File: src/rtl/instr_buf_pkg.sv
`default_nettype none
// +----------------------------------------------------------------------------+
// | Module     : instr_buf_pkg                                                 |
// | Purpose    : Shared types and constants for the fetch-to-decode            |
// |              instruction buffer.                                           |
// | Contents   : XLEN, DEFAULT_DEPTH, fetch_entry_t {pc, pc4, instr}.          |
// | Config     : none (INSTR_BUF_PERF_EN is consumed by instr_buffer).         |
// | Revision   : 1.0 - initial release                                         |
// +----------------------------------------------------------------------------+
package instr_buf_pkg;

   localparam int XLEN          = 32;
   localparam int DEFAULT_DEPTH = 2;

   // One buffered fetch: the word plus the fetch state decode needs.
   typedef struct packed {
      logic [XLEN-1:0] pc;
      logic [XLEN-1:0] pc4;
      logic [XLEN-1:0] instr;
   } fetch_entry_t;

endpackage : instr_buf_pkg
`default_nettype wire

File: src/rtl/instr_buf_if.sv
`default_nettype none
// +----------------------------------------------------------------------------+
// | Module     : instr_buf_if                                                  |
// | Purpose    : Fetch-side and decode-side signals of the instruction buffer. |
// | Modports   : slave  - the buffer (consumes fetch/flush/ready, drives       |
// |                       hold, decode head, overflow and perf counters)       |
// |              master - the surrounding pipeline / environment               |
// | Signals    : fetch_valid_i, fetch_pc_i, fetch_pc4_i, mem_rdata_i,          |
// |              flush_i, dec_ready_i, fetch_hold_o, dec_valid_o, dec_instr_o, |
// |              dec_pc_o, dec_pc4_o, overflow_o, perf_hold_cnt_o,             |
// |              perf_flush_cnt_o                                              |
// | Revision   : 1.0 - initial release                                         |
// +----------------------------------------------------------------------------+
interface instr_buf_if;
   import instr_buf_pkg::*;

   // fetch side
   logic            fetch_valid_i;
   logic [XLEN-1:0] fetch_pc_i;
   logic [XLEN-1:0] fetch_pc4_i;
   logic [XLEN-1:0] mem_rdata_i;
   logic            fetch_hold_o;
   logic            flush_i;

   // decode side
   logic            dec_valid_o;
   logic            dec_ready_i;
   logic [XLEN-1:0] dec_instr_o;
   logic [XLEN-1:0] dec_pc_o;
   logic [XLEN-1:0] dec_pc4_o;

   // status
   logic            overflow_o;
   logic [31:0]     perf_hold_cnt_o;
   logic [31:0]     perf_flush_cnt_o;

   modport slave (
      input  fetch_valid_i, fetch_pc_i, fetch_pc4_i, mem_rdata_i, flush_i, dec_ready_i,
      output fetch_hold_o, dec_valid_o, dec_instr_o, dec_pc_o, dec_pc4_o,
             overflow_o, perf_hold_cnt_o, perf_flush_cnt_o
   );

   modport master (
      output fetch_valid_i, fetch_pc_i, fetch_pc4_i, mem_rdata_i, flush_i, dec_ready_i,
      input  fetch_hold_o, dec_valid_o, dec_instr_o, dec_pc_o, dec_pc4_o,
             overflow_o, perf_hold_cnt_o, perf_flush_cnt_o
   );

endinterface : instr_buf_if
`default_nettype wire

File: src/rtl/instr_buf_fifo.sv
`default_nettype none
// +----------------------------------------------------------------------------+
// | Module     : instr_buf_fifo                                                |
// | Purpose    : Storage array with read/write pointers and occupancy count.   |
// |              Head entry is read combinationally from storage.             |
// | Ports      : clk_i, rst_i (sync, active-high)                              |
// |              clear    - discard everything, pointers back to 0            |
// |              push     - write wr_entry (ignored when full without a pop)  |
// |              pop      - retire head entry (ignored when empty)            |
// |              wr_entry - entry to write                                    |
// |              head     - entry at rd_ptr                                   |
// |              count    - number of stored entries (log2(DEPTH)+1 bits)     |
// |              full, empty                                                  |
// | Revision   : 1.0 - initial release                                         |
// +----------------------------------------------------------------------------+
module instr_buf_fifo
   import instr_buf_pkg::*;
#(
   parameter int DEPTH = DEFAULT_DEPTH
) (
   input  wire logic                   clk_i,
   input  wire logic                   rst_i,
   input  wire logic                   clear,
   input  wire logic                   push,
   input  wire logic                   pop,
   input  wire fetch_entry_t           wr_entry,
   output fetch_entry_t                head,
   output logic [$clog2(DEPTH):0]      count,
   output logic                        full,
   output logic                        empty
);

   localparam int              PW       = $clog2(DEPTH);
   localparam int              CW       = PW + 1;
   localparam logic [CW-1:0]   FULL_CNT = CW'(DEPTH);

   fetch_entry_t   mem [DEPTH];
   logic [PW-1:0]  rd_ptr;
   logic [PW-1:0]  wr_ptr;
   logic           do_push;
   logic           do_pop;

   assign full  = (count == FULL_CNT);
   assign empty = (count == '0);

   // A pop frees the head slot in the same cycle, so a push at full is
   // accepted when paired with a pop.
   assign do_push = push & ~clear & (~full | pop);
   assign do_pop  = pop  & ~clear & ~empty;

   assign head = mem[rd_ptr];

   // Storage needs no reset: contents are only observed behind count != 0.
   always_ff @(posedge clk_i) begin
      if (do_push) begin
         mem[wr_ptr] <= wr_entry;
      end
   end

   // Pointers are log2(DEPTH) wide so they wrap without compare logic.
   always_ff @(posedge clk_i) begin
      if (rst_i || clear) begin
         rd_ptr <= '0;
         wr_ptr <= '0;
         count  <= '0;
      end else begin
         if (do_push) begin
            wr_ptr <= wr_ptr + 1'b1;
         end
         if (do_pop) begin
            rd_ptr <= rd_ptr + 1'b1;
         end
         count <= count + {{PW{1'b0}}, do_push} - {{PW{1'b0}}, do_pop};
      end
   end

endmodule : instr_buf_fifo
`default_nettype wire

File: src/rtl/instr_buffer.sv
`default_nettype none
// +----------------------------------------------------------------------------+
// | Module     : instr_buffer                                                  |
// | Purpose    : Decoupling buffer between fetch and decode. Captures each     |
// |              fetched word with its PC/PC+4, presents entries in order via  |
// |              valid/ready, raises the fetch hold request, flushes on        |
// |              redirect and squashes the in-flight wrong-path word.          |
// | Params     : DEPTH       - entries (power of two, >= 2)                    |
// |              SQUASH_SLOT - 1: drop first fetch word after a flush          |
// | Ports      : clk_i, rst_i (sync, active-high), bus (instr_buf_if.slave)    |
// | Config     : INSTR_BUF_PERF_EN - builds the hold/flush cycle counters;     |
// |              when undefined both counter ports read 0.                     |
// | Revision   : 1.0 - initial release                                         |
// +----------------------------------------------------------------------------+
module instr_buffer
   import instr_buf_pkg::*;
#(
   parameter int DEPTH       = DEFAULT_DEPTH,
   parameter bit SQUASH_SLOT = 1'b1
) (
   input  wire logic     clk_i,
   input  wire logic     rst_i,
   instr_buf_if.slave    bus
);

   localparam int             CW       = $clog2(DEPTH) + 1;
   localparam logic [CW-1:0]  HOLD_CNT = CW'(DEPTH - 1);

   fetch_entry_t   wr_entry;
   fetch_entry_t   head;
   logic [CW-1:0]  count;
   logic           full;
   logic           empty;
   logic           push;
   logic           pop;
   logic           dec_valid;
   logic           hold;
   logic           squash_pend;
   logic           overflow;

   assign wr_entry = '{pc: bus.fetch_pc_i, pc4: bus.fetch_pc4_i, instr: bus.mem_rdata_i};

   assign push      = bus.fetch_valid_i & ~bus.flush_i & ~squash_pend;
   assign dec_valid = ~empty & ~bus.flush_i;
   assign pop       = dec_valid & bus.dec_ready_i;

   // Registered count only: hold never depends combinationally on decode
   // ready, and raising it one entry early leaves a slot for the word
   // already in flight from memory.
   assign hold = (count >= HOLD_CNT);

   instr_buf_fifo #(
      .DEPTH (DEPTH)
   ) u_fifo (
      .clk_i    (clk_i),
      .rst_i    (rst_i),
      .clear    (bus.flush_i),
      .push     (push),
      .pop      (pop),
      .wr_entry (wr_entry),
      .head     (head),
      .count    (count),
      .full     (full),
      .empty    (empty)
   );

   // Sticky overflow: a push that the FIFO had to drop.
   always_ff @(posedge clk_i) begin
      if (rst_i) begin
         overflow <= 1'b0;
      end else if (push && full && !pop) begin
         overflow <= 1'b1;
      end
   end

   // The word fetched on the wrong path is still returning when the
   // redirect lands; the first fetch_valid_i after a flush is that word.
   generate
      if (SQUASH_SLOT) begin : g_squash
         logic squash_q;
         always_ff @(posedge clk_i) begin
            if (rst_i) begin
               squash_q <= 1'b0;
            end else if (bus.flush_i) begin
               squash_q <= 1'b1;
            end else if (bus.fetch_valid_i) begin
               squash_q <= 1'b0;
            end
         end
         assign squash_pend = squash_q;
      end else begin : g_no_squash
         assign squash_pend = 1'b0;
      end
   endgenerate

`ifdef INSTR_BUF_PERF_EN
   logic [31:0] perf_hold_cnt;
   logic [31:0] perf_flush_cnt;

   always_ff @(posedge clk_i) begin
      if (rst_i) begin
         perf_hold_cnt  <= '0;
         perf_flush_cnt <= '0;
      end else begin
         if (hold) begin
            perf_hold_cnt <= perf_hold_cnt + 32'd1;
         end
         if (bus.flush_i) begin
            perf_flush_cnt <= perf_flush_cnt + 32'd1;
         end
      end
   end

   assign bus.perf_hold_cnt_o  = perf_hold_cnt;
   assign bus.perf_flush_cnt_o = perf_flush_cnt;
`else
   assign bus.perf_hold_cnt_o  = 32'd0;
   assign bus.perf_flush_cnt_o = 32'd0;
`endif

   assign bus.fetch_hold_o = hold;
   assign bus.dec_valid_o  = dec_valid;
   assign bus.dec_instr_o  = head.instr;
   assign bus.dec_pc_o     = head.pc;
   assign bus.dec_pc4_o    = head.pc4;
   assign bus.overflow_o   = overflow;

endmodule : instr_buffer
`default_nettype wire

File: src/flat_wrapper.sv
// flat-port wrapper written by rule: the top's interface ports become plain ports
module instr_buffer_flat import instr_buf_pkg::*;
#(
   parameter int DEPTH       = DEFAULT_DEPTH,
   parameter bit SQUASH_SLOT = 1'b1
)
  (clk_i, rst_i, bus_fetch_valid_i, bus_fetch_pc_i, bus_fetch_pc4_i, bus_mem_rdata_i, bus_flush_i, bus_dec_ready_i, bus_fetch_hold_o, bus_dec_valid_o, bus_dec_instr_o, bus_dec_pc_o, bus_dec_pc4_o, bus_overflow_o, bus_perf_hold_cnt_o, bus_perf_flush_cnt_o);
  instr_buf_if bus_i ();
  input  wire logic clk_i;
  input  wire logic rst_i;
  input wire logic [$bits(bus_i.fetch_valid_i)-1:0] bus_fetch_valid_i;
  input wire logic [$bits(bus_i.fetch_pc_i)-1:0] bus_fetch_pc_i;
  input wire logic [$bits(bus_i.fetch_pc4_i)-1:0] bus_fetch_pc4_i;
  input wire logic [$bits(bus_i.mem_rdata_i)-1:0] bus_mem_rdata_i;
  input wire logic [$bits(bus_i.flush_i)-1:0] bus_flush_i;
  input wire logic [$bits(bus_i.dec_ready_i)-1:0] bus_dec_ready_i;
  output wire logic [$bits(bus_i.fetch_hold_o)-1:0] bus_fetch_hold_o;
  output wire logic [$bits(bus_i.dec_valid_o)-1:0] bus_dec_valid_o;
  output wire logic [$bits(bus_i.dec_instr_o)-1:0] bus_dec_instr_o;
  output wire logic [$bits(bus_i.dec_pc_o)-1:0] bus_dec_pc_o;
  output wire logic [$bits(bus_i.dec_pc4_o)-1:0] bus_dec_pc4_o;
  output wire logic [$bits(bus_i.overflow_o)-1:0] bus_overflow_o;
  output wire logic [$bits(bus_i.perf_hold_cnt_o)-1:0] bus_perf_hold_cnt_o;
  output wire logic [$bits(bus_i.perf_flush_cnt_o)-1:0] bus_perf_flush_cnt_o;
  assign bus_i.fetch_valid_i = bus_fetch_valid_i;
  assign bus_i.fetch_pc_i = bus_fetch_pc_i;
  assign bus_i.fetch_pc4_i = bus_fetch_pc4_i;
  assign bus_i.mem_rdata_i = bus_mem_rdata_i;
  assign bus_i.flush_i = bus_flush_i;
  assign bus_i.dec_ready_i = bus_dec_ready_i;
  assign bus_fetch_hold_o = bus_i.fetch_hold_o;
  assign bus_dec_valid_o = bus_i.dec_valid_o;
  assign bus_dec_instr_o = bus_i.dec_instr_o;
  assign bus_dec_pc_o = bus_i.dec_pc_o;
  assign bus_dec_pc4_o = bus_i.dec_pc4_o;
  assign bus_overflow_o = bus_i.overflow_o;
  assign bus_perf_hold_cnt_o = bus_i.perf_hold_cnt_o;
  assign bus_perf_flush_cnt_o = bus_i.perf_flush_cnt_o;
  instr_buffer #(.DEPTH(DEPTH), .SQUASH_SLOT(SQUASH_SLOT)) u_core (.clk_i(clk_i), .rst_i(rst_i), .bus(bus_i));
endmodule
File: config.mk
export PLATFORM = sky130hd
export DESIGN_NAME = instr_buffer_flat
export DESIGN_NICKNAME = d
export VERILOG_FILES = /design/src/rtl/instr_buf_pkg.sv /design/src/rtl/instr_buf_if.sv /design/src/rtl/instr_buf_fifo.sv /design/src/rtl/instr_buffer.sv /design/src/flat_wrapper.sv
export SDC_FILE = /design/constraint.sdc
export NUM_CORES = 1
export LEC_CHECK = 0
export BUFFER_PORTS_ARGS = -buffer_cell sky130_fd_sc_hd__buf_2
export CELL_PAD_IN_SITES_DETAIL_PLACEMENT = 0
export CELL_PAD_IN_SITES_GLOBAL_PLACEMENT = 1
export CORE_MARGIN = 1
export CORE_UTILIZATION = 38
export DETAILED_ROUTE_END_ITERATION = 6
export GPL_TIMING_DRIVEN = 0
export PLACE_DENSITY_LB_ADDON = 0.1
export SLEW_MARGIN = 10
export SYNTH_ARGS = -nofsm -noshare
export SYNTH_HDL_FRONTEND = slang
export SYNTH_SLANG_ARGS = --single-unit
File: constraint.sdc
create_clock -name clk_i -period 5.16 [get_ports clk_i]
set_input_delay 0.516 -clock clk_i [delete_from_list [all_inputs] [get_ports clk_i]]
set_output_delay 0.516 -clock clk_i [all_outputs]
set_load 0.02 [all_outputs]
# [Yosys cells after proc, flatten, opt, wreduce, memory -nomap -nowiden]
# Memories as Yosys holds them, arrays and structs flattened. A register that Yosys moved wholly into a read port is not among the register bits.
# Cells that the tools add are included.
# W data, S select, Z words.
[op_classes] addsub=4 magnitude_cmp=1 eq_ne=1 n_mux=6 bitwise_logic=13 n_reduce_logical=6
[ops] op="$and A1 B1 Y1" n=8
[ops] op="$mux W1" n=6
[ops] op="$not A1 Y1" n=4
[ops] op="$add A1 B1 Y1 const B" n=2
[ops] op="$add A2 B1 Y2" n=1
[ops] op="$eq A2 B2 Y1 const B" n=1
[ops] op="$ge A2 B1 Y1 const B" n=1
[ops] op="$logic_and A1 B1 Y1" n=2
[ops] op="$logic_not A2 Y1" n=1
[ops] op="$reduce_bool A2 Y1" n=1
[ops] op="$sub A2 B1 Y2" n=1
[ops] op="$logic_not A1 Y1" n=1
[ops] op="$logic_or A1 B1 Y1" n=1
[ops] op="$or A1 B1 Y1" n=1
[word_totals] regBits=6 ram_bits=192 input_bits=101 out_inout_bits=163 wordCells=37 mem_count=1
[memory_table] memory="u_core.u_fifo.mem" depth=2 word_bits=96 rd=1 rd_clocked_by_memory_dff=1 wr=1 line_no="instr_buf_fifo.sv:37" rtl="fetch_entry_t mem [DEPTH];"

# [Logic depth before layout (Yosys ltp)]
# Gate-level depths: netlist of run 1.
[depth] depth_word=8 mapped_depth=9 depth_no_buf=9

# [Cells and area by module]
# Synthesis of run 1 repeated with hierarchy kept, for this count alone.
[hier_totals] hier_cells=406 area_unflattened_um2=7943.9
[modules_own_cells] mod="instr_buf_fifo" n_inst=1 cells_per_inst=328 area_per_inst_um2=7348.3 seq_area_each_um2=5865.6
[modules_own_cells] mod="instr_buffer" n_inst=1 cells_per_inst=78 area_per_inst_um2=595.6 seq_area_each_um2=40.0

# [Least setup slack after synthesis of run 1]
# OpenSTA, ideal clock, no wires.
[synth_timing] path_kind="input to register" start="input port bus_flush_i" end="memory u_core.u_fifo.mem[0][0] in the netlist's numbering, enable pin" setup_time_ns=0.552 arrival_ns=4.905 required_time_ns=4.608 path_slack_ns=-0.296 path_stages=3 cell_sequence="nor3b_1 -> nand2b_1 -> nor2_1"
[synth_between] elab_chain_len=7 word_cells_on_any_way=10 classes_between="mux (2); bitwise (8)"
[synth_lines] element="start: declaration" line_no="flat_wrapper.sv:15" rtl="input wire logic [$bits(bus_i.flush_i)-1:0] bus_flush_i;"
[synth_lines] element="$not A1 Y1 *" line_no="instr_buf_fifo.sv:48, instr_buffer.sv:43, instr_buffer.sv:44"
[synth_lines] element="$and A1 B1 Y1 (on tied branches)" line_no="instr_buffer.sv:43, instr_buffer.sv:44"
[synth_lines] element="$and A1 B1 Y1 (on tied branches)" line_no="instr_buffer.sv:43, instr_buffer.sv:45"
[synth_lines] element="$and A1 B1 Y1 / $or A1 B1 Y1 (equally long branches)" line_no="instr_buf_fifo.sv:48" rtl="assign do_push = push & ~clear & (~full | pop);"
[synth_lines] element="$and A1 B1 Y1 *" line_no="instr_buf_fifo.sv:48"
[synth_lines] element="$mux W1 *" line_no="instr_buf_fifo.sv:55" rtl="if (do_push) begin"
[synth_lines] element="$mux W1 (implied by the code) *" line_no="instr_buf_fifo.sv:56" rtl="mem[wr_ptr] <= wr_entry;"
[synth_lines] element="end: declaration" line_no="instr_buf_fifo.sv:37"
# Mark *: on every way between the ends. The rest lies on a longest branch, timed or not.

==> impl_metrics.py, run 1 <==
metrics = {
    "outcome": {
        "run_status": "completed",
    },
    "hold_path": {
        "min-delay-start": "bus_mem_rdata_i[21]",
        "classification_of_the_worst_slack_hold_path": "in -> reg",
    },
    "routing": {
        "met3RoutedLength_um": 969,
        "detailroute.via_count": 4065,
        "detail_route.wl_per_cell_um": 14.7,
        "vias_per_cell": 4.18,
        "met1_length_mm": 5.61,
        "drt_pass1_iterations": 4,
        "routed.top_layer": "met4",
        "routed_wl_met2_mm": 7.51,
        "drt.antenna.violating_nets": 0,
        "route.detailed.drc": 0,
        "dr.first_iter.drc_count": 151,
        "postRouteWirelength_mm": 14.3,
    },
    "floorplanning": {
        "dieArea_um2": 21400,
        "die_w_um": 146,
        "core_area_um2": 20400,
        "rows": 52,
        "die-height_um": 146,
        "initial_core_util_pct": 38.9,
        "io_pins": 264,
    },
    "placed_design": {
        "hpwl_mm": 10.3,
        "place_inst": 939,
        "globalplace.congestion": 0.700,
        "port_buffers": 199,
        "dpl_worst_slack_ps": 2670,
    },
    "logic_synthesis": {
        "synth_top_family_by_area": "multiplexers",
        "async_flop_share_pct": 0,
        "synth_ff_type": "sky130_fd_sc_hd__edfxtp_1",
        "post_synthesis_area_per_instance_um2": 19.8,
        "synth-edff-count": 192,
        "ys.warnings.count": 0,
        "synth_xor_area_share_pct": 0.331,
        "synth_simple_gate_area_share_pct": 1.06,
        "yosys.cell_types.count": 23,
        "netlist_area_um2": 7930,
        "synth-seq-area-share_pct": 74.5,
        "synthCells": 401,
        "yosys.area_share.adder_pct": 0.316,
        "area_fraction_in_compound_gates_after_synthesis_pct": 0.189,
        "muxShareOfSynthArea_pct": 15.7,
        "post_synthesis_sequential_element_count": 199,
    },
    "sta": {
        "report.final.slew_viol_count": 0,
        "finalWorstPathRequiredPeriod_ps": 2200,
        "layout_worst_path_cycle_share_pct": 42.6,
        "clock-skew-final_ps": 8.27,
        "slew-limit-headroom_pct": 50.1,
        "grt_setup_unrepaired": "no",
        "setup_violations": 0,
        "finalHoldViolCount": 0,
        "final.setup.worst_slack_ps": 2960,
        "tightest_slew_ps": 746,
        "fmax_achieved_mhz": 455,
    },
    "clocking": {
        "htreeDepth": 4,
        "clock_insertion_delay_worst_skew_ps": 420,
        "clkSinkCount": 199,
        "cts_buffer_depth": 2,
        "postCtsSetupRepairBufs": 0,
        "tritoncts.num_buffers": 17,
        "cts-hold-fix-buffers": 0,
        "clock_tree.root_cell": "sky130_fd_sc_hd__clkbuf_16",
        "cts.clk_slew.worst_paths_ps": 70,
        "cts.repair.resized": 0,
        "clock_tree_from_tritoncts": "built",
    },
    "layout": {
        "layout-drive-gt1-share_pct": 58.3,
        "most-common-layout-cells": "204 x sky130_fd_sc_hd__buf_2, 192 x sky130_fd_sc_hd__edfxtp_1, 64 x sky130_fd_sc_hd__buf_4, 64 x sky130_fd_sc_hd__conb_1, 56 x sky130_fd_sc_hd__mux2_2",
        "final_cells": 972,
        "finish.utilization_pct": 50.1,
        "design.final.nets": 791,
        "layout_commonest_cell": "sky130_fd_sc_hd__buf_2",
        "synthesis_to_layout_area_growth_pct": 28.7,
    },
    "grt": {
        "largest_net_degree_at_the_start_of_global_routing": 29,
        "globalRoute.totalOverflow": 0,
        "antenna_found_initial": 1,
        "via_count_of_the_first_global_routing_pass": 4266,
        "grt_use_total_pct": 13.8,
        "grt_pass1_wl_mm": 22.1,
    },
    "power_and_ir_drop": {
        "power.density_nw_per_um2": 329,
        "p_leak_nw": 4.11,
        "power.total_mw": 3.36,
        "vdd.ir_drop.worst_v": 0.000217,
    },
    "critical_path": {
        "reg2reg_from": "u_core.g_squash.squash_q$_SDFFE_PP0P_",
        "worst_setup_path_end_kind": "primary output",
        "worst-setup-path-type": "reg -> out",
        "timing.critical_path.arrival_ps": 1680,
        "crit_fanout": 10,
        "startpoint_type": "register",
        "worst_ep_required_time_ps": 4640,
        "timing.reg2reg.setup_slack_ps": 3070,
    },
    "flow_run": {
        "max_cap_violations": 0,
    },
}
-- cell families after synthesis --
group | after synthesis
compound gates | 3
buf+inv | 79
flops | 199
mux | 97
xor+xnor | 3
fa+ha+maj | 2
other cells | 1
simple gates | 17
-- sequential cells by signal, indices dropped and copies added (netlist names), named ones only --
name and count:
u_core.u_fifo.count 2, u_core.g_squash.squash_q 1, u_core.u_fifo.wr_ptr 1, u_core.u_fifo.mem 192, u_core.bus.overflow_o 1, u_core.u_fifo.rd_ptr 1
-- cell usage after synthesis, types with 3 or more instances --
| cell | n | area [um^2] |
|---|---|---|
| sky130_fd_sc_hd__and2_1 | 3 | 18.8 |
| sky130_fd_sc_hd__buf_12 | 4 | 80.1 |
| sky130_fd_sc_hd__buf_2 | 5 | 25.0 |
| sky130_fd_sc_hd__buf_4 | 64 | 480 |
| sky130_fd_sc_hd__dfxtp_1 | 7 | 140 |
| sky130_fd_sc_hd__edfxtp_1 | 192 | 5770 |
| sky130_fd_sc_hd__inv_1 | 4 | 15.0 |
| sky130_fd_sc_hd__mux2_2 | 56 | 631 |
| sky130_fd_sc_hd__mux2_4 | 40 | 601 |
| sky130_fd_sc_hd__nor2_1 | 7 | 26.3 |
-- through the flow --
stage | setup TNS [ps] | cell area [um^2] | hold WS [ps]
2_1_floorplan | -56910 | 8160 | 451
3_3_place_gp | -573360 | 9500 | 453
3_5_place_dp | 0 | 9630 | 484
4_1_cts | 0 | 10200 | 245
5_1_grt | 0 | 10200 | 243
6_report | 0 | 10200 | 273
-- power breakdown --
group	internal [mW]	switching, mW
clock network	0.641	0.610
logic	0.124	0.163
registers	1.81	0.00854
-- per-layer routing --
metal | vias to the layer above | track usage (%)
met5 | - | 0
met4 | 0 | 4.84
met3 | 14 | 4.72
met2 | 156 | 24.3
met1 | 1935 | 15.5
li1 | 1960 | -
-- final timing paths --
kind	depth (start not counted)	endpoint
setup / recovery	5	bus_dec_pc4_o[8]
hold / removal	1	u_core.u_fifo.mem[1][21]$_DFFE_PP_
setup reg to reg	4	u_core.u_fifo.mem[1][5]$_DFFE_PP_
hold reg to reg	2	u_core.g_squash.squash_q$_SDFFE_PP0P_
-- worst max-delay path, cell delays in order, from the launching register on --
cell	delay (ps)
sky130_fd_sc_hd__dfxtp_1	320
sky130_fd_sc_hd__buf_6	130
sky130_fd_sc_hd__buf_8	170
sky130_fd_sc_hd__buf_12	160
sky130_fd_sc_hd__mux2_4	310
sky130_fd_sc_hd__buf_2	160
-- layout make-up --
class	instances	area [um^2]
well taps	270	338
clock buffers	18	429
flip-flops and latches	199	5910
inverters	4	15.0
diodes	1	2.50
fillers	1778	10200
multi-input cells	186	1650
repair buffers	205	1120
clock inverters	14	139
plain buffers	75	612
Note: power is estimated with default switching activity, not from simulation.
==> inputs of run 2 (changes only) <==
Settings changed: ABC_AREA set to 1, CORE_UTILIZATION 38 to 42.
Clock period 5.16 ns to 2.27 ns, I/O delays scaled along.
==> run 2 against run 1 <==
Via count is 9.8% higher. Utilization grew 12 points. Final area grew 10%. Die area down 9.3%. Non-clock buffer count is 98 higher. Global-route usage is 2.2 points higher. First-iteration DRC count up 9.9%. Wire length increased by 6.5%. Synthesized cell count is 1.7% higher. Critical path depth increased by 3. Register-to-register slack worse by 2900 ps. Highest routed layer unchanged.
==> impl_metrics.py, run 2 <==
metrics = {
    "clocking": {
        "cts.clk_slew.worst_paths_ps": 60,
        "clock_insertion_delay_worst_skew_ps": 420,
        "postCtsSetupRepairBufs": 0,
        "cts.repair.resized": 0,
        "htreeDepth": 4,
        "clkSinkCount": 199,
        "clock_tree.root_cell": "sky130_fd_sc_hd__clkbuf_16",
        "cts_buffer_depth": 2,
        "tritoncts.num_buffers": 17,
        "clock_tree_from_tritoncts": "built",
    },
    "power_and_ir_drop": {
        "switchingPower_mw": 1.70,
        "pwr-share-clk_pct": 37.8,
        "intPower_mw": 6.25,
        "power.density_nw_per_um2": 708,
        "p_leak_nw": 4.55,
        "seq_power_share_pct": 52.2,
        "switching_portion_of_total_power_pct": 21.3,
        "vdd.ir_drop.worst_v": 0.000532,
        "share_comb_of_total_power_pct": 10.0,
    },
    "layout": {
        "design.final.nets": 897,
        "largest_register": "u_core.u_fifo.mem",
        "largestRegisters": "u_core.u_fifo.mem (192), u_core.u_fifo.count (2)",
        "finish.instance_area_um2": 11200,
        "synthesis_to_layout_area_growth_pct": 41.4,
        "antenna-diode-count": 0,
        "finish.utilization_pct": 61.6,
        "most-common-layout-cells": "204 x sky130_fd_sc_hd__buf_2, 192 x sky130_fd_sc_hd__edfxtp_1, 97 x sky130_fd_sc_hd__dlygate4sd3_1",
        "largest_reg_flops": 192,
        "layout-drive-gt1-share_pct": 51.5,
        "layout_commonest_cell": "sky130_fd_sc_hd__buf_2",
    },
    "sta": {
        "report.final.slew_viol_count": 0,
        "finalWorstPathRequiredPeriod_ps": 2060,
        "finalSetupTns_ps": 0,
        "fmax_achieved_mhz": 486,
        "clock-skew-final_ps": 12.1,
        "tightest_slew_ps": 625,
        "setup_violations": 0,
        "slew-limit-headroom_pct": 58.3,
        "final.setup.worst_slack_ps": 210,
        "finalHoldViolCount": 0,
        "grt_setup_unrepaired": "no",
        "layout_worst_path_cycle_share_pct": 90.7,
    },
    "logic_synthesis": {
        "netlist_top_cells_area": "sky130_fd_sc_hd__edfxtp_1 73%, sky130_fd_sc_hd__mux2_2 7.9%, sky130_fd_sc_hd__mux2_4 7.6%, sky130_fd_sc_hd__buf_4 6.1%, sky130_fd_sc_hd__dfxtp_1 1.8%",
        "synthCells": 408,
        "ys.warnings.count": 0,
        "synth_ff_type": "sky130_fd_sc_hd__edfxtp_1",
        "synth_top_cells_by_count": "192 x sky130_fd_sc_hd__edfxtp_1, 64 x sky130_fd_sc_hd__buf_4, 56 x sky130_fd_sc_hd__mux2_2",
        "post_synthesis_sequential_element_count": 199,
        "yosys.cell_types.count": 20,
        "async_flop_share_pct": 0,
        "yosysMostFrequentCell": "sky130_fd_sc_hd__edfxtp_1",
        "yosysTopAreaCell": "sky130_fd_sc_hd__edfxtp_1",
        "post_synthesis_area_per_instance_um2": 19.4,
        "yosys.area.top_type_share_pct": 72.7,
        "synth-edff-count": 192,
        "synth-seq-area-share_pct": 74.4,
        "netlist_area_um2": 7930,
    },
    "grt": {
        "grt_pass1_wl_mm": 23.5,
        "largest_net_degree_at_the_start_of_global_routing": 35,
        "via_count_of_the_first_global_routing_pass": 4703,
        "antenna_found_initial": 0,
        "globalRoute.totalOverflow": 0,
        "grt_use_total_pct": 16.0,
    },
    "critical_path": {
        "r2r-end": "u_core.u_fifo.mem[0][27]$_DFFE_PP_",
        "worst_setup_path_end_kind": "register",
        "timing.critical_path.arrival_ps": 2190,
        "worst_path_most_repeated_cell": "sky130_fd_sc_hd__nand2_2",
        "startpoint_type": "register",
        "critical_path.cell_chain": "inv_2, nand2_4, nand3_4, nand2_2, nand2_2, nor2_4, buf_12, buf_16",
        "crit_path_top_delay_cell": "sky130_fd_sc_hd__nor2_4",
        "worst-setup-path-type": "reg -> reg",
        "worst_setup_path_startpoint": "u_core.u_fifo.count[1]$_SDFF_PP0_",
        "worst-r2r-cell-count": 8,
        "timing.reg2reg.setup_slack_ps": 210,
        "worst_ep_required_time_ps": 2400,
        "reg2reg_from": "u_core.u_fifo.count[1]$_SDFF_PP0_",
        "crit_fanout": 22,
        "slowest_stage_delay_on_critical_path_ps": 520,
    },
    "placed_design": {
        "placedInstanceArea_um2": 9660,
        "dpl_worst_slack_ps": 24.9,
        "globalplace.congestion": 0.674,
        "hpwl_mm": 10.2,
        "port_buffers": 199,
    },
    "floorplanning": {
        "core_area_um2": 18200,
        "die-height_um": 139,
        "die_w_um": 139,
        "io_pins": 264,
        "rows": 49,
        "initial_core_util_pct": 43.6,
        "dieArea_um2": 19400,
    },
    "routing": {
        "detailroute.via_count": 4464,
        "vias_per_cell": 4.31,
        "route.detailed.drc": 0,
        "drt.antenna.violating_nets": 0,
        "dr.first_iter.drc_count": 166,
        "drt_pass1_iterations": 4,
        "postRouteWirelength_mm": 15.3,
        "detail_route.wl_per_cell_um": 14.7,
    },
    "hold_path": {
        "classification_of_the_worst_slack_hold_path": "in -> reg",
        "hold_depth": 3,
        "worst_hold_path.endpoint": "u_core.g_squash.squash_q$_SDFFE_PP0P_",
        "min-delay-start": "bus_flush_i",
    },
    "outcome": {
        "run_status": "completed",
    },
    "flow_run": {
        "max_cap_violations": 0,
    },
}
## run 2: changes by cell type after synthesis, moves of 2 or more
cell	delta
sky130_fd_sc_hd__nor2_1	+2
sky130_fd_sc_hd__nand2_1	+4
sky130_fd_sc_hd__inv_1	+5
sky130_fd_sc_hd__and2_1	-3
sky130_fd_sc_hd__a21oi_1	+2
sky130_fd_sc_hd__nand3_1	+3
sky130_fd_sc_hd__nor3_1	-2
## run 2: routing by layer
metal | vias up | track usage, % | share of wire (%)
met4 | 0 | 6.32 | 1.9
li1 | 2170 | - | -
met3 | 21 | 4.82 | 6.7
met2 | 168 | 28.3 | 51
met5 | - | 0 | 0
met1 | 2105 | 17.9 | 41
## run 2: critical path, delay by kind of cell (launching register included)
| kind | cells | cell delay, ps |
|---|---|---|
| flip-flops | 1 | 350 |
| AND/OR/NAND/NOR | 5 | 870 |
| buffers and inverters | 3 | 530 |
## run 2: power groups by stage
stage / Clock [mW] / Sequential [mW] / Combinational [mW]
6_report: 3.00 / 4.15 / 0.794
5_1_grt: 3.22 / 4.16 / 0.848
4_1_cts: 3.08 / 4.15 / 0.794
3_5_place_dp: 0 / 4.23 / 0.659
3_3_place_gp: 0 / 4.23 / 0.619
2_1_floorplan: 0 / 4.23 / 0.421
## run 2: per-stage QoR
| stage | hold slack [ps] | cells | total power, mW |
|---|---|---|---|
| after floorplan | 296 | 471 | 4.65 |
| after global placement | 414 | 899 | 4.85 |
| after detailed placement | 418 | 906 | 4.89 |
| after CTS | 85.3 | 1034 | 8.02 |
| after global routing | 104 | 1035 | 8.22 |
| final | 107 | 1035 | 7.95 |
## run 2: how the worst max path moves through the flow
stage          cells past startpoint  slack, ps                                  to
6_report                           8        210  u_core.u_fifo.mem[0][27]$_DFFE_PP_
5_1_grt                            8         80  u_core.u_fifo.mem[0][14]$_DFFE_PP_
4_1_cts                            8         50  u_core.u_fifo.mem[1][72]$_DFFE_PP_
3_5_place_dp                       8         20  u_core.u_fifo.mem[0][33]$_DFFE_PP_
3_3_place_gp                       6      -1350  u_core.u_fifo.mem[0][50]$_DFFE_PP_
2_1_floorplan                      6       -320   u_core.u_fifo.mem[0][0]$_DFFE_PP_
## run 2: repair_timing
action	4_1_cts	5_1_grt
setup endpoints to repair	0	21
hold buffers	97	0
endpoints found under the hold margin	194	0
## run 2: area by class of cell
type | instances | area [um^2]
Buffer | 75 | 612
Clock inverter | 12 | 151
Tap cell | 229 | 287
Timing Repair inverter | 1 | 5.00
Timing Repair Buffer | 303 | 2140
Fill cell | 1404 | 6990
Inverter | 9 | 37.5
Multi-Input combinational cell | 188 | 1650
Clock buffer | 19 | 433
Sequential cell | 199 | 5910
## run 2: cells by family (layout without fill, tap and decap cells)
family	after synthesis	count (layout)	share of synthesized area (%)
AO/OA/AOI/OAI	4	4	0.252
multiplexers	96	96	15.5
other	1	64	0.0473
buffers and inverters	84	419	8.14
adder cells (fa/ha/maj)	2	2	0.315
flip-flops	199	199	74.4
AND/OR/NAND/NOR	20	20	1.07
XOR/XNOR	2	2	0.221
==> inputs of run 3 (changes only) <==
Settings changed: CORE_ASPECT_RATIO set to 1.5.
==> run 3 against run 2 <==
First-iteration DRC count is 3.6% higher. Critical path type unchanged. Wire length hardly changed. Via count is 0.36% higher. Largest power group unchanged. Register-to-register slack better by 40 ps. Highest routed layer unchanged.
==> impl_metrics.py, run 3 (same netlist as run 2, synthesis figures left out) <==
metrics = {
    "layout": {
        "layout-drive-gt1-share_pct": 52.0,
        "antenna-diode-count": 0,
        "largestRegisters": "u_core.u_fifo.mem (192), u_core.u_fifo.count (2)",
        "largest_register": "u_core.u_fifo.mem",
        "largest_reg_flops": 192,
        "layout_commonest_cell": "sky130_fd_sc_hd__buf_2",
        "synthesis_to_layout_area_growth_pct": 41.7,
        "design.final.nets": 896,
        "most-common-layout-cells": "204 x sky130_fd_sc_hd__buf_2, 192 x sky130_fd_sc_hd__edfxtp_1, 97 x sky130_fd_sc_hd__dlygate4sd3_1",
    },
    "grt": {
        "grt_use_total_pct": 16.1,
        "via_count_of_the_first_global_routing_pass": 4662,
        "globalRoute.totalOverflow": 0,
        "largest_net_degree_at_the_start_of_global_routing": 32,
        "grt_pass1_wl_mm": 23.1,
        "antenna_found_initial": 0,
    },
    "critical_path": {
        "worst_setup_path_end_kind": "register",
        "reg2reg_from": "u_core.u_fifo.count[1]$_SDFF_PP0_",
        "r2r-end": "u_core.u_fifo.mem[1][49]$_DFFE_PP_",
        "crit_fanout": 31,
        "worst-r2r-cell-count": 8,
        "startpoint_type": "register",
        "worst_ep_required_time_ps": 2450,
        "worst-setup-path-type": "reg -> reg",
        "timing.reg2reg.setup_slack_ps": 250,
        "timing.critical_path.arrival_ps": 2190,
    },
    "floorplanning": {
        "dieArea_um2": 19500,
        "initial_core_util_pct": 42.8,
        "die-height_um": 170,
        "io_pins": 264,
        "die_w_um": 114,
        "rows": 61,
        "core_area_um2": 18500,
    },
    "placed_design": {
        "dpl_worst_slack_ps": 64.9,
        "port_buffers": 199,
        "hpwl_mm": 10.7,
        "globalplace.congestion": 0.791,
    },
    "sta": {
        "grt_setup_unrepaired": "no",
        "layout_worst_path_cycle_share_pct": 88.9,
        "clock-skew-final_ps": 12.0,
        "finalWorstPathRequiredPeriod_ps": 2020,
        "setup_violations": 0,
        "tightest_slew_ps": 592,
        "final.setup.worst_slack_ps": 252,
        "finalHoldViolCount": 0,
        "finalSetupTns_ps": 0,
        "fmax_achieved_mhz": 495,
        "report.final.slew_viol_count": 0,
        "slew-limit-headroom_pct": 60.4,
    },
    "flow_run": {
        "max_cap_violations": 0,
    },
    "clocking": {
        "cts.clk_slew.worst_paths_ps": 70,
        "postCtsSetupRepairBufs": 0,
        "clock_tree.root_cell": "sky130_fd_sc_hd__clkbuf_16",
        "htreeDepth": 4,
        "tritoncts.num_buffers": 17,
        "cts_buffer_depth": 2,
        "clkSinkCount": 199,
        "clock_insertion_delay_worst_skew_ps": 430,
        "clock_tree_from_tritoncts": "built",
    },
    "hold_path": {
        "classification_of_the_worst_slack_hold_path": "in -> reg",
        "hold_depth": 3,
        "worst_hold_path.endpoint": "u_core.g_squash.squash_q$_SDFFE_PP0P_",
        "min-delay-start": "bus_flush_i",
    },
    "outcome": {
        "run_status": "completed",
    },
    "routing": {
        "dr.first_iter.drc_count": 172,
        "detailroute.via_count": 4480,
        "drt.antenna.violating_nets": 0,
        "route.detailed.drc": 0,
        "vias_per_cell": 4.23,
        "drt_pass1_iterations": 4,
        "detail_route.wl_per_cell_um": 14.4,
        "postRouteWirelength_mm": 15.3,
    },
    "power_and_ir_drop": {
        "vdd.ir_drop.worst_v": 0.000388,
        "p_leak_nw": 4.56,
        "power.density_nw_per_um2": 703,
    },
}
-- run 3: worst max path at each step --
stage / start / endpoint / slack [ps] / depth (start not counted)
floorplan: u_core.u_fifo.count[1]$_SDFF_PP0_ / u_core.u_fifo.mem[0][0]$_DFFE_PP_ / -320 / 6
global placement: bus_flush_i / u_core.u_fifo.mem[0][38]$_DFFE_PP_ / -1240 / 6
detailed placement: bus_flush_i / u_core.u_fifo.mem[1][82]$_DFFE_PP_ / 60 / 8
CTS: u_core.u_fifo.count[1]$_SDFF_PP0_ / u_core.u_fifo.mem[1][49]$_DFFE_PP_ / 180 / 8
global route: u_core.u_fifo.count[1]$_SDFF_PP0_ / u_core.u_fifo.mem[1][91]$_DFFE_PP_ / 90 / 8
finish: u_core.u_fifo.count[1]$_SDFF_PP0_ / u_core.u_fifo.mem[1][49]$_DFFE_PP_ / 250 / 8
-- run 3: area by class of cell --
| type | count | area, um^2 |
|---|---|---|
| Fill cell | 1471 | 7300 |
| Sequential cell | 199 | 5910 |
| Timing Repair Buffer | 303 | 2130 |
| Multi-Input combinational cell | 188 | 1650 |
| Buffer | 75 | 612 |
| Clock buffer | 17 | 425 |
| Tap cell | 252 | 315 |
| Clock inverter | 15 | 165 |
| Inverter | 9 | 37.5 |
-- run 3: critical path, stage by stage (launching register included) --
cell and delay, ps:
sky130_fd_sc_hd__dfxtp_2 330, sky130_fd_sc_hd__inv_2 80, sky130_fd_sc_hd__nand2_4 60, sky130_fd_sc_hd__nand3_4 100, sky130_fd_sc_hd__nand2_2 80, sky130_fd_sc_hd__nand3_1 150
sky130_fd_sc_hd__clkinvlp_4 420, sky130_fd_sc_hd__buf_12 340, sky130_fd_sc_hd__buf_12 190
-- run 3: stage by stage --
step	hold slack, ps	cells	area (um^2)	utilization, %	power (mW)
floorplan	296	471	8210	-	4.65
global placement	416	922	9520	51.3	4.85
detailed placement	418	929	9680	52.2	4.89
CTS	74.7	1058	11200	60.6	7.99
global route	102	1058	11200	60.6	8.18
finish	99.3	1058	11200	60.6	7.91
-- run 3: repair_timing --
| action | 4_1_cts | 5_1_grt |
|---|---|---|
| setup endpoints to repair | 0 | 0 |
| endpoints found under the hold margin | 194 | 0 |
| gates resized for setup | 0 | 0 |
| hold buffers | 97 | 0 |
-- run 3: per-layer routing --
metal | global-route usage [%] | up-vias | wire, um
met1 | 16.5 | 2143 | 5600
met3 | 4.56 | 13 | 843
met4 | 6.15 | 0 | 199
met2 | 30.3 | 150 | 8610
met5 | 0 | - | 0
li1 | - | 2174 | -
-- run 3: report_power, final --
group          total, mW  switching, mW  internal [mW]
Sequential          4.15         0.0210           4.13
Clock               2.97           1.41           1.57
Combinational      0.791          0.396          0.395
